===== src/rtl/arith_pkg.sv =====
// Shared encodings for the sequential arithmetic unit: operation codes and
// the control FSM states.
package arith_pkg;

   typedef enum logic [1:0] {
      OP_ADD = 2'b00,
      OP_SUB = 2'b01,
      OP_MUL = 2'b10,
      OP_DIV = 2'b11
   } op_t;

   typedef enum logic [1:0] {
      IDLE = 2'b00,
      CALC = 2'b01,
      DONE = 2'b10
   } state_t;

endpackage


===== src/rtl/seq_muldiv_core.sv =====
// Iterative unsigned multiply (shift-add) and restoring divide, one bit per step.
// The hi/lo register pair holds {acc, multiplier} or {remainder, quotient}.
module seq_muldiv_core
   import arith_pkg::*;
#(
   parameter int WIDTH = 8
) (
   input  logic                 clk,
   input  logic                 rst,
   input  logic                 load,
   input  logic                 step,
   input  logic                 mode,
   input  logic [WIDTH-1:0]     a,
   input  logic [WIDTH-1:0]     b,
   output logic                 done,
   output logic [2*WIDTH-1:0]   result
);

   localparam int CW = (WIDTH > 2) ? $clog2(WIDTH) : 1;

   logic [WIDTH-1:0] hi, lo, opd;
   logic [WIDTH-1:0] hi_n, lo_n;
   logic [WIDTH:0]   trial, sum;
   logic             is_div;
   logic [CW-1:0]    cnt;

   always_comb begin
      hi_n  = hi;
      lo_n  = lo;
      trial = '0;
      sum   = '0;
      if (is_div) begin
         // Shift the next dividend bit into the partial remainder and try to subtract.
         trial = {hi, lo[WIDTH-1]};
         if (trial >= {1'b0, opd}) begin
            hi_n = trial[WIDTH-1:0] - opd;
            lo_n = {lo[WIDTH-2:0], 1'b1};
         end else begin
            hi_n = trial[WIDTH-1:0];
            lo_n = {lo[WIDTH-2:0], 1'b0};
         end
      end else begin
         sum  = {1'b0, hi} + (lo[0] ? {1'b0, opd} : '0);
         hi_n = sum[WIDTH:1];
         lo_n = {sum[0], lo[WIDTH-1:1]};
      end
   end

   // Result reflects the step being taken this cycle so the top can capture it
   // on the same edge that ends the final step.
   assign done   = step && (cnt == CW'(WIDTH - 1));
   assign result = {hi_n, lo_n};

   always_ff @(posedge clk) begin
      if (rst) begin
         hi     <= '0;
         lo     <= '0;
         opd    <= '0;
         is_div <= 1'b0;
         cnt    <= '0;
      end else if (load) begin
         hi     <= '0;
         lo     <= mode ? a : b;
         opd    <= mode ? b : a;
         is_div <= mode;
         cnt    <= '0;
      end else if (step) begin
         hi  <= hi_n;
         lo  <= lo_n;
         cnt <= done ? '0 : cnt + CW'(1);
      end
   end

endmodule


===== src/rtl/seq_arith_unit.sv =====
// Registered add/sub/mul/div unit with a valid/ready request side and one
// held result channel per operation.
module seq_arith_unit
   import arith_pkg::*;
#(
   parameter int WIDTH = 8
) (
   input  logic                 clk,
   input  logic                 rst,
   input  logic                 en_n,
   input  logic                 in_valid,
   output logic                 in_ready,
   input  logic [WIDTH-1:0]     a,
   input  logic [WIDTH-1:0]     b,
   input  logic [1:0]           op,
   output logic [2*WIDTH-1:0]   y_add,
   output logic [2*WIDTH-1:0]   y_sub,
   output logic [2*WIDTH-1:0]   y_mul,
   output logic [2*WIDTH-1:0]   y_div,
   output logic                 out_valid,
   output logic [1:0]           out_op,
   output logic                 div_by_zero,
   output logic                 busy,
   output logic [1:0]           dbg_state
);

   localparam int RW = 2 * WIDTH;

   // Handshake: a request transfers on a rising edge where in_valid and in_ready
   // are both high; in_valid must be held until then, results have no backpressure.
   state_t           state, state_n;
   logic [WIDTH-1:0] a_q, b_q;
   op_t              op_q;
   logic             dz_q, accept, finish, long_op, core_step, core_done;
   logic [RW-1:0]    core_result, result;

   assign in_ready  = (state == IDLE) && !en_n;
   assign accept    = in_valid && in_ready;
   assign long_op   = (op_q == OP_MUL) || ((op_q == OP_DIV) && !dz_q);
   assign core_step = (state == CALC) && !en_n && long_op;
   assign out_valid = (state == DONE);
   assign busy      = (state != IDLE);
   assign dbg_state = state;

   seq_muldiv_core #(.WIDTH(WIDTH)) u_core (
      .clk    (clk),
      .rst    (rst),
      .load   (accept),
      .step   (core_step),
      .mode   (op == OP_DIV),
      .a      (a),
      .b      (b),
      .done   (core_done),
      .result (core_result)
   );

   always_comb begin
      state_n = state;
      finish  = 1'b0;
      case (state)
         IDLE: if (accept) state_n = CALC;
         CALC: begin
            // A stalled cycle neither steps the core nor completes a short op.
            if (!en_n && (!long_op || core_done)) begin
               state_n = DONE;
               finish  = 1'b1;
            end
         end
         DONE:    state_n = IDLE;
         default: state_n = IDLE;
      endcase
   end

   always_comb begin
      result = core_result;
      case (op_q)
         OP_ADD:  result = RW'(a_q) + RW'(b_q);
         OP_SUB:  result = RW'(a_q) - RW'(b_q);
         OP_DIV:  if (dz_q) result = {a_q, {WIDTH{1'b1}}};
         default: ;
      endcase
   end

   always_ff @(posedge clk) begin
      if (rst) begin
         state       <= IDLE;
         a_q         <= '0;
         b_q         <= '0;
         op_q        <= OP_ADD;
         dz_q        <= 1'b0;
         y_add       <= '0;
         y_sub       <= '0;
         y_mul       <= '0;
         y_div       <= '0;
         out_op      <= 2'b00;
         div_by_zero <= 1'b0;
      end else begin
         state <= state_n;
         if (accept) begin
            a_q  <= a;
            b_q  <= b;
            op_q <= op_t'(op);
            dz_q <= (op == OP_DIV) && (b == '0);
         end
         if (finish) begin
            case (op_q)
               OP_ADD:  y_add <= result;
               OP_SUB:  y_sub <= result;
               OP_MUL:  y_mul <= result;
               default: y_div <= result;
            endcase
            out_op      <= op_q;
            div_by_zero <= dz_q;
         end
      end
   end

endmodule


===== config.mk =====
export PLATFORM = sky130hd
export DESIGN_NAME = seq_arith_unit
export DESIGN_NICKNAME = d
export VERILOG_FILES = /design/src/rtl/arith_pkg.sv /design/src/rtl/seq_muldiv_core.sv /design/src/rtl/seq_arith_unit.sv
export SDC_FILE = /design/constraint.sdc
export NUM_CORES = 1
export LEC_CHECK = 0
export BUFFER_PORTS_ARGS = -buffer_cell sky130_fd_sc_hd__buf_4
export CAP_MARGIN = 20
export CORE_MARGIN = 4
export CORE_UTILIZATION = 55
export CTS_CLUSTER_DIAMETER = 100
export DETAILED_ROUTE_END_ITERATION = 16
export PLACE_DENSITY = 0.78
export SLEW_MARGIN = 30
export SYNTH_ARGS = -nofsm -noshare
export SYNTH_HDL_FRONTEND = slang
export SYNTH_SLANG_ARGS = --single-unit

===== constraint.sdc =====
create_clock -name clk -period 2.6 [get_ports clk]
set_input_delay 0.52 -clock clk [delete_from_list [all_inputs] [get_ports clk]]
set_output_delay 0.52 -clock clk [all_outputs]
set_load 0.01 [all_outputs]

======== Word-level counts from Yosys, hierarchy flattened ========
Cells that the tools add are included.
cells by class
  reductions and logical operators ........ 25
  bitwise logic cells ..................... 1
  multiplexer cells ....................... 17
  equal/unequal tests ..................... 9
  add/subtract/negate cells ............... 5
  magnitude comparators ................... 1
operator list
  kind                                                 number
  2-to-1 mux 8 bit                                     8
  one-hot mux 16 bit (3 select lines)                  1
  2-to-1 mux 16 bit                                    1
  AND reduction 2 bit                                  5
  adder 8 x 8 -> 9 bit                                 1
  adder 8 x 9 -> 9 bit                                 1
  >= comparator 9 x 8 -> 1 bit                         1
  subtractor 8 x 8 -> 9 bit                            1
  equality test 2 bit, second input constant           4
  logical AND 1 bit                                    8
  zero test 8 bit                                      1
  subtractor 8 bit                                     1
  equality test 2 x 1 -> 1 bit, second input constant  2
  zero test 2 bit                                      2
  2-to-1 mux 2 bit                                     2
  one-hot mux 2 bit (2 select lines)                   1
  nonzero test 2 bit                                   2
  adder 3 x 1 -> 3 bit, second input constant          1
  equality test 3 bit, second input constant           1
  zero test 1 bit                                      3
  2-to-1 mux 1 bit                                     3
  2-to-1 mux 3 bit                                     1
  OR reduction 3 bit                                   1
  logical OR 1 bit                                     2
  4 further kinds                                      4
storage, ports and cells
  flip-flop bits (word level) ............. 116
  input bits .............................. 22
  output and inout bits ................... 72

======== Logic depth before layout (Yosys ltp) ========
Gate-level depths: netlist of the first run.
  depth in word-level cells ............... 10
  depth in mapped cells ................... 11

======== Modules after synthesis ========
A second synthesis of the first run with hierarchy kept.
unflattened totals
  cell total of the unflattened synthesis .. 767
  area total of the unflattened synthesis .. 6226.0 um2
modules (own cells, without submodules)
  module           area an instance (um2)  cells an instance  seq. area each (um2)  times used
  seq_arith_unit   3957.5                  481                1761.7                1
  seq_muldiv_core  2268.4                  286                560.5                 1

======== Worst setup path before layout of the first run ========
No wires, ideal clock.
  path type ............................... register -> register
  start ................................... register a_q[0]
  end ..................................... register y_div[8]
  arrival ................................. 2179 ps
  slack ................................... 336 ps
  cell stages (with the launch flop) ...... 12
  data required time ...................... 2514 ps
  setup time .............................. 86 ps
  buffers on the path ..................... 0
  cell sequence ........................... dfxtp_1 -> inv_1 -> ha_1 -> inv_1 -> fa_1 -> a21o_1 -> a31o_1 -> a21o_1 -> a31o_2 -> a31oi_1 -> nor2_1 -> a211oi_1
on the way
  word-level cells in the longest chain between the ends .. 2
ends and longest elaborated chain
  what                                               line                   text
  start: declaration                                 seq_arith_unit.sv:32   logic [WIDTH-1:0] a_q, b_q;
  start signal: assignment                           seq_arith_unit.sv:87   a_q <= '0;
  start signal: assignment                           seq_arith_unit.sv:100  a_q <= a;
  subtractor 8 x 8 -> 9 bit (tied with other cells)  seq_arith_unit.sv:78   OP_SUB: result = RW'(a_q) - RW'(b_q);
  one-hot mux 16 bit (3 select lines) *              seq_arith_unit.sv:76   case (op_q)
  end signal: assignment                             seq_arith_unit.sv:110  default: y_div <= result;
  end: declaration                                   seq_arith_unit.sv:19   output logic [2*WIDTH-1:0] y_div,
Every way passes the cells marked *; elsewhere a longest branch is shown, timed or not.
A chain may end at the register's enable or synchronous reset.

======== Worst setup path after layout of the first run ========
  start ................................... register u_core.lo[7]
  end ..................................... register y_div[14]
on the way
  word-level cells in the longest chain between the ends .. 5
ends and longest elaborated chain
  what                                                              line                                          text
  start: declaration                                                seq_muldiv_core.sv:21                         logic [WIDTH-1:0] hi, lo, opd;
  start signal: assignment                                          seq_muldiv_core.sv:63                         lo <= mode ? a : b;
  start signal: assignment                                          seq_muldiv_core.sv:69                         lo <= lo_n;
  subtractor 8 bit or >= comparator 9 x 8 -> 1 bit (tied branches)  seq_muldiv_core.sv:36, seq_muldiv_core.sv:35
  2-to-1 mux 8 bit *                                                seq_muldiv_core.sv:35                         if (trial >= {1'b0, opd}) begin
  2-to-1 mux 8 bit *                                                seq_muldiv_core.sv:32                         if (is_div) begin
  2-to-1 mux 16 bit                                                 seq_arith_unit.sv:79                          OP_DIV: if (dz_q) result = {a_q, {WIDTH{1'b1}}};
  one-hot mux 16 bit (3 select lines) *                             seq_arith_unit.sv:76
Marked as above.

==> results of run 1 <==
==> worst paths after layout <==
path                                     from  cells after the start       endpoint
worst max register to register   u_core.lo[7]                     11      y_div[14]
worst min-delay path                    op[1]                      3        op_q[1]
worst max-delay path             u_core.lo[7]                     11      y_div[14]
worst min register to register  u_core.cnt[1]                      2  u_core.cnt[1]
==> worst min-delay path, cell delays in order <==
cell	delay, ns
buf_4	0.12
nand2_1	0.05
a21oi_1	0.05
==> per-stage QoR <==
step / utilization [%] / power, W / setup TNS (ns) / cell area (um2)
after floorplan: - / 0.002281 / 0 / 6112
after global placement: 65.34 / 0.002480 / 0 / 7083
after detailed placement: 65.34 / 0.002488 / 0 / 7083
after CTS: 70.09 / 0.004552 / 0 / 7599
after global routing: 70.38 / 0.004714 / -0.02226 / 7630
final: 70.38 / 0.004551 / 0 / 7630
==> registers in the layout (all words and copies together), names as in the netlist, 3 cells and up <==
| register | count |
|---|---|
| u_core.opd | 8 |
| u_core.cnt | 3 |
| y_mul | 16 |
| b_q | 8 |
| y_sub | 16 |
| u_core.hi | 8 |
| y_add | 16 |
| y_div | 16 |
| a_q | 8 |
| u_core.lo | 8 |
==> cell type report <==
type	instances	area, um2
well taps	140	175.2
inverters	30	112.6
multi-input cells	574	3522
clock inverters	6	55.05
flip-flops and latches	116	2323
fillers	866	3211
clock buffers	24	460.4
repair buffers	129	980.9
==> repair_timing <==
item | CTS | global route
setup endpoints to repair | 0 | 23
hold endpoints to repair | 0 | 0
resized for setup | 0 | 7
==> cells in the mapped netlist, types with 11 or more instances <==
master	n	share of area (%)
a311oi_1	11	1.6
nand2_1	109	6.7
o21a_1	15	1.8
inv_1	29	1.8
a21oi_1	82	6.7
o21ai_0	33	2.7
nor3_1	19	1.6
clkbuf_1	34	2.1
ha_1	34	7.0
a211oi_1	26	3.2
nor2_1	92	5.6
dfxtp_1	116	38
mux2i_1	12	2.0
==> layer usage <==
| metal | up-vias | global-route usage, % | share of wire [%] |
|---|---|---|---|
| met3 | 39 | 6.897 | 8.2 |
| li1 | 2895 | - | - |
| met2 | 290 | 46.29 | 47 |
| met5 | - | 0 | 0 |
| met4 | 0 | 10.90 | 2.4 |
| met1 | 2774 | 38.68 | 43 |
==> cell families after synthesis <==
kind of cell,share of synthesized area [%]
compound gates,23.58
xor+xnor,2.149
fa+ha+maj,8.270
buf+inv,4.974
flops,37.99
mux,2.764
simple gates,20.27
==> layout by cell type, fill, tap and decap left out, drive strengths merged, types with 11 or more instances in the layout <==
cell and n:
inv 29, nor2 92, clkbuf 24, ha 34
o21a 15, o21ai 36, a211oi 27, buf 129
a311oi 11, nand2 109, a21oi 83, dfxtp 116
mux2i 12, nor3 19
==> power by group <==
part           switching (W)  internal [W]
clock               0.000780       0.00130
combinational       0.000364      0.000248
sequential         0.0000420       0.00182
==> impl_results.md, run 1 <==
* Mean post-synth cell area at 7.979 um2
* Ys async rst share at 0%
* CTS tree: built
* Sink Count at 116
* Via count of the first global-routing pass at 5,717
* Maximum VDD drop at 522.6 uV
* DP Worst Slack at 0.04791 ns
* CTS hold repair buffers at 0
* Area growth syn-to-layout at 24.83%
* Setup CP Type: flip-flop to flip-flop
* H-tree depth at 4
* Final Cycle Share at 96.10%
* Final Skew at 0.005252 ns
* HPWL Detailed at 13.81 mm
* DR pass1 iterations at 5
* Crit-path slowest cell: fa_1
* Post-synth EDFFs at 0
* # diodes at 0
* Mapped Cells at 766
* Slew Limit Fails at 0
* Max incr delay on CP at 0.44 ns
* Worst-path cell chain: inv_1, ha_1, inv_1, fa_1, a211oi_2, o21bai_1, a21oi_1, xnor2_1, mux2i_1, o31a_1, a211oi_2
* Clock root cell: clkbuf_8
* Routability congestion estimate at 0.8979
* Top delay family on crit path: compound AO/OA/AOI/OAI gates
* Antenna viol nets, final at 0
* Port buffer count at 93
* Worst path bufs/invs at 2
* Crit Path Max Fanout at 3
* Total wire length at 18.64 mm
* # rows at 38
* Clock slew seen by the registers of the worst setup and hold paths at 0.06 ns
* Vias per inst at 5.886
* Hold Path Class: input pin to flip-flop
* Top_reg_cell synth: dfxtp_1
* Final Non-Filler Cells at 1,019
* CTS Buf Count at 17
* #FFs+latches synth at 116
* Netlist cell types at 62
* Hold Slack at 0.2683 ns
* Synth warnings at 0
* CP required at 3.05 ns
* CORE AREA at 0.01084 mm2
* Crit. End Element: flip-flop
* Setup Buffers After CTS at 0
* Syn_nets at 826
* Critical path arrival at 2.94 ns
* Initial antenna violation count at 0
* GR Overflow Total at 0
* P_leak at 3.231 nW
* Largest net degree at the start of global routing at 81
* NumNets Final at 928
* Worst reg-to-reg setup slack at 0.10 ns
* Die area at 0.01286 mm2
* DRC at 0
* Routed vias at 5,998
* Status: finished, final reports clean
* Relative slew slack at 52.56%
* Number of max-cap violations at 0
* First-pass GRT wire length at 29.44 mm
* Max Clk Rate at 400.2 MHz
* Final setup vio count at 0
* Wire per inst at 18.29 um
* PD cells at 596.4 mW/mm2
* Tightest Pin Transition at 0.7098 ns
* I/O pins at 94
* Die height at 113.4 um
* Synth Cell Area at 0.006112 mm2
* CTS Buffer Depth at 2
* Post-route minimum period at 2.499 ns
* Sequential cell area fraction in the yosys report at 37.99%
* Initial Util at 56.38%
* Die width at 113.4 um
* Slack of the critical path at 0.1015 ns
* Clk_lat worst skew at 0.53 ns
* CP Launch Type: flip-flop
* GRT Total Usage at 29.12%
* Initial DRC count at 589
* Cell Count Post-Placement at 989
* Final Hold Viols at 0
* Layout cells sized above 1 at 19.80%
No activity file was read; power rests on OpenSTA's default activity.
==> inputs of run 2 (changes only) <==
--- a/config.mk
+++ b/config.mk
@@ -11,8 +11,9 @@
 export CORE_UTILIZATION = 55
 export CTS_CLUSTER_DIAMETER = 100
 export DETAILED_ROUTE_END_ITERATION = 16
-export PLACE_DENSITY = 0.78
+export PLACE_DENSITY = 0.77
 export SLEW_MARGIN = 30
 export SYNTH_ARGS = -nofsm -noshare
 export SYNTH_HDL_FRONTEND = slang
+export SYNTH_HIERARCHICAL = 1
 export SYNTH_SLANG_ARGS = --single-unit
==> impl_results.md, run 2 <==
* Sw Ratio at 25.67% (-0.40 points)
* Setup CP Type: flip-flop to flip-flop
* Vias per inst at 5.811 (-1.3%)
* Clock root cell: clkbuf_16
* Number of max-cap violations at 0 (unchanged)
* Die width at 114.4 um (+0.86%)
* Final setup vio count at 0 (unchanged)
* Final Cycle Share at 96.54% (+0.44 points)
* Filler instances at 846 (-2.3%)
* Most common cell in the synthesized netlist: nand2_1
* Most common cell after layout, fill and taps aside: buf_4
* Clk_lat worst skew at 0.42 ns (-0.11 ns)
* Sink Count at 116 (unchanged)
* P_leak at 3.362 nW (+4.1%)
* Final Hold Viols at 0 (unchanged)
* Crit Path Max Fanout at 5 (+2)
* P_int at 0.003633 W (+8.0%)
* Tightest Pin Transition at 0.6303 ns (-0.07954 ns)
* Largest area contributor in the netlist: dfxtp_1
* Ys async rst share at 0% (unchanged)
* Slew Limit Fails at 0 (unchanged)
* Clock slew seen by the registers of the worst setup and hold paths at 0.06 ns (about the same)
* Port buffer count at 93 (unchanged)
* # rows at 38 (unchanged)
* I/O pins at 94 (unchanged)
* Initial antenna violation count at 0 (unchanged)
* Total wire length at 18.66 mm (+0.12%)
* NumNets Final at 938 (+1.1%)
* Top cells by count, synth: nand2_1 (131), dfxtp_1 (116), a21oi_1 (81), nor2_1 (77), ha_1 (35)
* Sequential cell area fraction in the yosys report at 37.30% (-0.69 points)
* P_sw at 0.001255 W (+5.8%)
* Die height at 114.4 um (+0.86%)
* PD cells at 616.9 mW/mm2 (+3.4%)
* Syn_nets at 828 (+0.24%)
* Ranking of synthesized cells by area: dfxtp_1 (37%), nand2_1 (7.9%), ha_1 (7.0%), a21oi_1 (6.5%), nor2_1 (4.6%)
* Crit. End Element: flip-flop
* Die area at 0.01309 mm2 (+1.7%)
* First-pass GRT wire length at 29.59 mm (+0.52%)
* Antenna viol nets, final at 0 (unchanged)
* Clock share of power at 49.1% (+3.5 points)
* DRC at 0 (unchanged)
* Mean post-synth cell area at 8.117 um2 (+1.7%)
* Netlist cell types at 64 (+3.2%)
* GRT Total Usage at 28.92% (-0.20 points)
* Final Non-Filler Cells at 1,030 (+1.1%)
* CP Launch Type: flip-flop
* Synth Cell Area at 0.006226 mm2 (+1.9%)
* Maximum VDD drop at 530.5 uV (+1.5%)
* Status: finished, final reports clean
* HPWL Detailed at 13.55 mm (-1.9%)
* Routability congestion estimate at 0.9211 (+2.6%)
* Initial Util at 56.93% (+0.55 points)
* Critical path arrival at 2.80 ns (-0.14 ns)
* CP required at 2.89 ns (-0.16 ns)
* GR Overflow Total at 0 (unchanged)
* Via count of the first global-routing pass at 5,827 (+1.9%)
* Synth top area share at 37.30% (-0.69 points)
* Max Clk Rate at 398.4 MHz (-0.46%)
* Placed cell area at 0.007184 mm2 (+1.4%)
* Slack of the critical path at 0.08995 ns (-0.01154 ns)
* Part of the power in combinational logic at 12.8% (-0.6 points)
* Post-route minimum period at 2.510 ns (+0.01154 ns)
* Cell Count Post-Placement at 996 (+0.71%)
* DP Worst Slack at 0.02971 ns (-0.01820 ns)
* Largest net degree at the start of global routing at 53 (-35%)
* Mapped Cells at 767 (+0.13%)
* H-tree depth at 4 (unchanged)
* CTS Buf Count at 17 (unchanged)
* Initial DRC count at 529 (-10%)
* Relative slew slack at 57.83% (+5.3 points)
* CTS Buffer Depth at 2 (unchanged)
* Post-route cell area at 0.007924 mm2 (+3.9%)
* #FFs+latches synth at 116 (unchanged)
* Final Core Density at 72.46% (+2.1 points)
* CORE AREA at 0.01094 mm2 (+0.88%)
* Final TNS setup at 0 ns (unchanged)
* Final Skew at 0.008105 ns (+0.002853 ns)
* Synth warnings at 6 (+6)
* Most frequent cells in the layout: buf_4 (135), nand2_1 (131), dfxtp_1 (113)
* Wire per inst at 18.11 um (-0.95%)
* Top_reg_cell synth: dfxtp_1
* Sequential power share at 38.1% (-2.8 points)
* Routed vias at 5,985 (-0.22%)
* Layout cells sized above 1 at 24.27% (+4.5 points)
* # diodes at 0 (unchanged)
* CTS hold repair buffers at 0 (unchanged)
* DR pass1 iterations at 5 (unchanged)
* Hold Path Class: input pin to flip-flop
* Post-synth EDFFs at 0 (unchanged)
* Area growth syn-to-layout at 27.27%
* CTS tree: built
[run 2: worst paths after layout]
| check | from | to | slack (ns) | cells after the start |
|---|---|---|---|---|
| worst min register to register | y_sub[15] | y_sub[15] | 0.45 | 1 |
| worst max-delay path | u_core/opd[2] | y_mul[11] | 0.09 | 11 |
| worst max register to register | u_core/opd[2] | y_mul[11] | 0.09 | 11 |
| worst min-delay path | a[3] | a_q[3] | 0.36 | 3 |
[run 2: what timing repair did]
action,4_1_cts,5_1_grt
pin swaps,0,10
setup buffers,0,2
setup endpoints to repair,2,19
gates resized for setup,2,24
[run 2: kinds of logic after synthesis]
logic type,Yosys count,synth area share (%)
adder cells (fa/ha/maj),39,8.320
XOR/XNOR,18,2.532
AO/OA/AOI/OAI,181,18.65
buffers and inverters,75,5.325
flip-flops,116,37.30
AND/OR/NAND/NOR,305,22.31
multiplexers,33,5.567
[run 2: area by class of cell]
class / instances / area (um2) / share of cell area, %
Clock buffer: 20 / 456.7 / 5.763
Clock inverter: 12 / 155.1 / 1.958
Inverter: 31 / 116.4 / 1.469
Multi-Input combinational cell: 576 / 3681 / 46.46
Sequential cell: 116 / 2326 / 29.35
Tap cell: 140 / 175.2 / 2.211
Timing Repair Buffer: 135 / 1013 / 12.79
[run 2: through the flow]
stage                     total power [W]  hold WS [ns]
after global placement           0.002474        0.4364
after detailed placement         0.002482        0.4422
final                            0.004888        0.3623
after global routing             0.005056        0.3576
after floorplan                  0.002282        0.4436
after CTS                        0.004866        0.3588
[run 2: power by group through the flow]
| stage | logic, W | registers (W) | clock network (W) |
|---|---|---|---|
| finish | 0.000625 | 0.00186 | 0.00240 |
| global route | 0.000686 | 0.00186 | 0.00250 |
| CTS | 0.000600 | 0.00186 | 0.00241 |
| detailed placement | 0.000586 | 0.00190 | 0 |
| global placement | 0.000580 | 0.00189 | 0 |
| floorplan | 0.000398 | 0.00188 | 0 |
[run 2: worst max-delay path, cell delays in order (launching register included)]
cell and delay (ns):
dfxtp_2 0.36, inv_1 0.05, ha_1 0.28, and3_4 0.18, and3_4 0.18, o31a_1 0.35, or3_1 0.35, a32o_2 0.30
nand2_1 0.08, a21oi_2 0.08, nand2_1 0.10, a21oi_1 0.06
[run 2: layer usage]
layer	up-vias	track usage, %	wire [um]
met3	51	6.237	1391
met4	0	12.98	549
met5	-	0	0
met1	2819	37.49	7869
met2	247	46.18	8847
li1	2868	-	-
==> inputs of run 3 (changes only) <==
--- a/config.mk
+++ b/config.mk
@@ -11,7 +11,7 @@
 export CORE_UTILIZATION = 55
 export CTS_CLUSTER_DIAMETER = 100
 export DETAILED_ROUTE_END_ITERATION = 16
-export PLACE_DENSITY = 0.77
+export PLACE_DENSITY = 0.83
 export SLEW_MARGIN = 30
 export SYNTH_ARGS = -nofsm -noshare
 export SYNTH_HDL_FRONTEND = slang
==> impl_results.md, run 3 (synthesis gave the netlist of run 2 again) <==
* First-pass GRT wire length at 30.28 mm (+2.4%)
* Via count of the first global-routing pass at 5,954 (+2.2%)
* Relative slew slack at 47.87% (-10 points)
* Die area at 0.01309 mm2 (unchanged)
* Hold Path Class: input pin to flip-flop
* Clock root cell: clkbuf_16
* Clock share of power at 50.5% (+1.4 points)
* Clock slew seen by the registers of the worst setup and hold paths at 0.06 ns (about the same)
* Met2 Routed Length at 9.371 mm (+5.9%)
* Worst Hold Depth at 3 (unchanged)
* CP Launch Type: flip-flop
* HPWL Detailed at 13.48 mm (-0.50%)
* End of the worst hold path: a_q[6]
* Crit Path Max Fanout at 5 (unchanged)
* Final Hold Viols at 0 (unchanged)
* I/O pins at 94 (unchanged)
* Total wire length at 19.44 mm (+4.2%)
* Sw Ratio at 26.05% (+0.38 points)
* CP startpoint: u_core/opd[1]
* Highest routed metal layer: met4
* P_int at 0.003766 W (+3.6%)
* Final setup vio count at 0 (unchanged)
* Initial DRC count at 558 (+5.5%)
* CTS Buffer Depth at 2 (unchanged)
* Worst reg-to-reg setup slack at 0.07 ns (-0.02 ns)
* Number of max-cap violations at 0 (unchanged)
* RSZ-0062 raised after global routing: true
* CTS tree: built
* Setup CP Type: flip-flop to flip-flop
* CORE AREA at 0.01094 mm2 (unchanged)
* Worst R2R Start: u_core/opd[1]
* Die width at 114.4 um (unchanged)
* Initial antenna violation count at 0 (unchanged)
* Layout cells sized above 1 at 24.75% (+0.48 points)
* GRT Total Usage at 29.43% (+0.52 points)
* # rows at 38 (unchanged)
* Die height at 114.4 um (unchanged)
* Part of the power in combinational logic at 13.0% (+0.2 points)
* Final Cycle Share at 97.30% (+0.76 points)
* Vias per inst at 6.006 (+3.4%)
* H-tree depth at 4 (unchanged)
* CTS Buf Count at 17 (unchanged)
* Area growth syn-to-layout at 27.95%
* Post-route minimum period at 2.530 ns (+0.01978 ns)
* Metal1 wirelength at 7.933 mm (+0.81%)
* Critical path arrival at 2.87 ns (+0.07 ns)
* P_leak at 3.408 nW (+1.4%)
* Max Clk Rate at 395.3 MHz (-0.78%)
* Status: finished, final reports clean
* DR pass1 iterations at 8 (+3)
* Wire per inst at 18.90 um (+4.3%)
* Most common cell after layout, fill and taps aside: buf_4
* Largest net degree at the start of global routing at 58 (+9.4%)
* Initial Util at 56.93% (unchanged)
* Routed vias at 6,180 (+3.3%)
* DRC at 0 (unchanged)
* CTS hold repair buffers at 0 (unchanged)
* R2R cell count at 11 (unchanged)
* Crit. End Element: flip-flop
* HP Start: a[6]
* Routability congestion estimate at 0.9361 (+1.6%)
* R2r endpoint: y_div[13]
* Tightest Pin Transition at 0.7820 ns (+0.1517 ns)
* Most frequent cells in the layout: buf_4 (134), nand2_1 (131), dfxtp_1 (112)
* Port buffer count at 93 (unchanged)
* CP required at 2.94 ns (+0.05 ns)
* # diodes at 0 (unchanged)
* Sequential power share at 36.5% (-1.6 points)
* Placed cell area at 0.007154 mm2 (-0.42%)
* Final Skew at 0.009578 ns (+0.001473 ns)
* Maximum VDD drop at 564.9 uV (+6.5%)
* P_sw at 0.001327 W (+5.7%)
* GR Overflow Total at 0 (unchanged)
* WL met3 at 1.532 mm (+10%)
* Slew Limit Fails at 0 (unchanged)
* Post-route cell area at 0.007966 mm2 (+0.54%)
* Sink Count at 116 (unchanged)
* PD cells at 639.3 mW/mm2 (+3.6%)
* Clk_lat worst skew at 0.43 ns (about the same)
* Antenna viol nets, final at 0 (unchanged)
* Hold Slack at 0.3590 ns (-0.003240 ns)
* NumNets Final at 937 (-0.11%)
-- run 3: cell types whose count changed in the layout (fill, tap and decap cells not counted), sizes merged --
| cell | change |
|---|---|
| clkinvlp | -5 |
| bufinv | +1 |
| buf | -1 |
| clkbuf | -1 |
| inv | +5 |
-- run 3: stage by stage --
stage          util, %  instances  total power (W)  worst slack (ns)  TNS (ns)
2_1_floorplan        -        767         0.002282          0.002757         0
3_3_place_gp     65.42        992         0.002459           -0.1144   -0.2202
3_5_place_dp     65.42        992         0.002476           -0.1601   -0.3800
6_report         72.85       1029         0.005093           0.07017         0
4_1_cts          71.41       1024         0.005021           0.01036         0
5_1_grt          72.85       1029         0.005243          -0.07497   -0.1005
-- run 3: worst max-delay path, stage by stage (launching register included) --
cell and delay [ns]:
dfxtp_4 0.37, inv_1 0.05, ha_1 0.28, nor2b_1 0.23, o21a_1 0.20, o31a_1 0.21
buf_4 0.15, nor2_4 0.05, o311a_1 0.41, nor2_2 0.20, o21ai_0 0.10, a211oi_1 0.21
-- run 3: layer usage --
metal / GRT usage (%) / up-vias
li1: - / 2861
met1: 37.32 / 2937
met2: 47.89 / 324
met3: 6.924 / 58
met4: 12.59 / 0
met5: 0 / -
-- run 3: worst max path at each step --
stage	slack, ns	depth (start not counted)	endpoint
after global placement	-0.11	12	y_mul[9]
after global routing	-0.07	11	y_div[13]
after CTS	0.01	11	y_div[11]
after floorplan	0.003	14	y_div[0]
after detailed placement	-0.16	12	y_div[9]
final	0.07	11	y_div[13]
-- run 3: cell type report --
class	count	area (um2)
clock buffers	19	452.9
clock inverters	13	195.2
fillers	793	2969
inverters	31	116.4
multi-input cells	576	3691
flip-flops and latches	116	2330
well taps	140	175.2
repair buffers	134	1006
-- run 3: power groups by stage --
stage | clock, W | sequential [W] | combinational [W]
3_5_place_dp | 0 | 0.00190 | 0.000581
2_1_floorplan | 0 | 0.00188 | 0.000398
5_1_grt | 0.00267 | 0.00186 | 0.000708
4_1_cts | 0.00257 | 0.00186 | 0.000596
3_3_place_gp | 0 | 0.00189 | 0.000566
6_report | 0.00257 | 0.00186 | 0.000661
-- run 3: timing repair --
item	CTS	global route
setup buffers	0	5
pin swaps	0	12
setup endpoints to repair	6	22
resized for setup	2	30
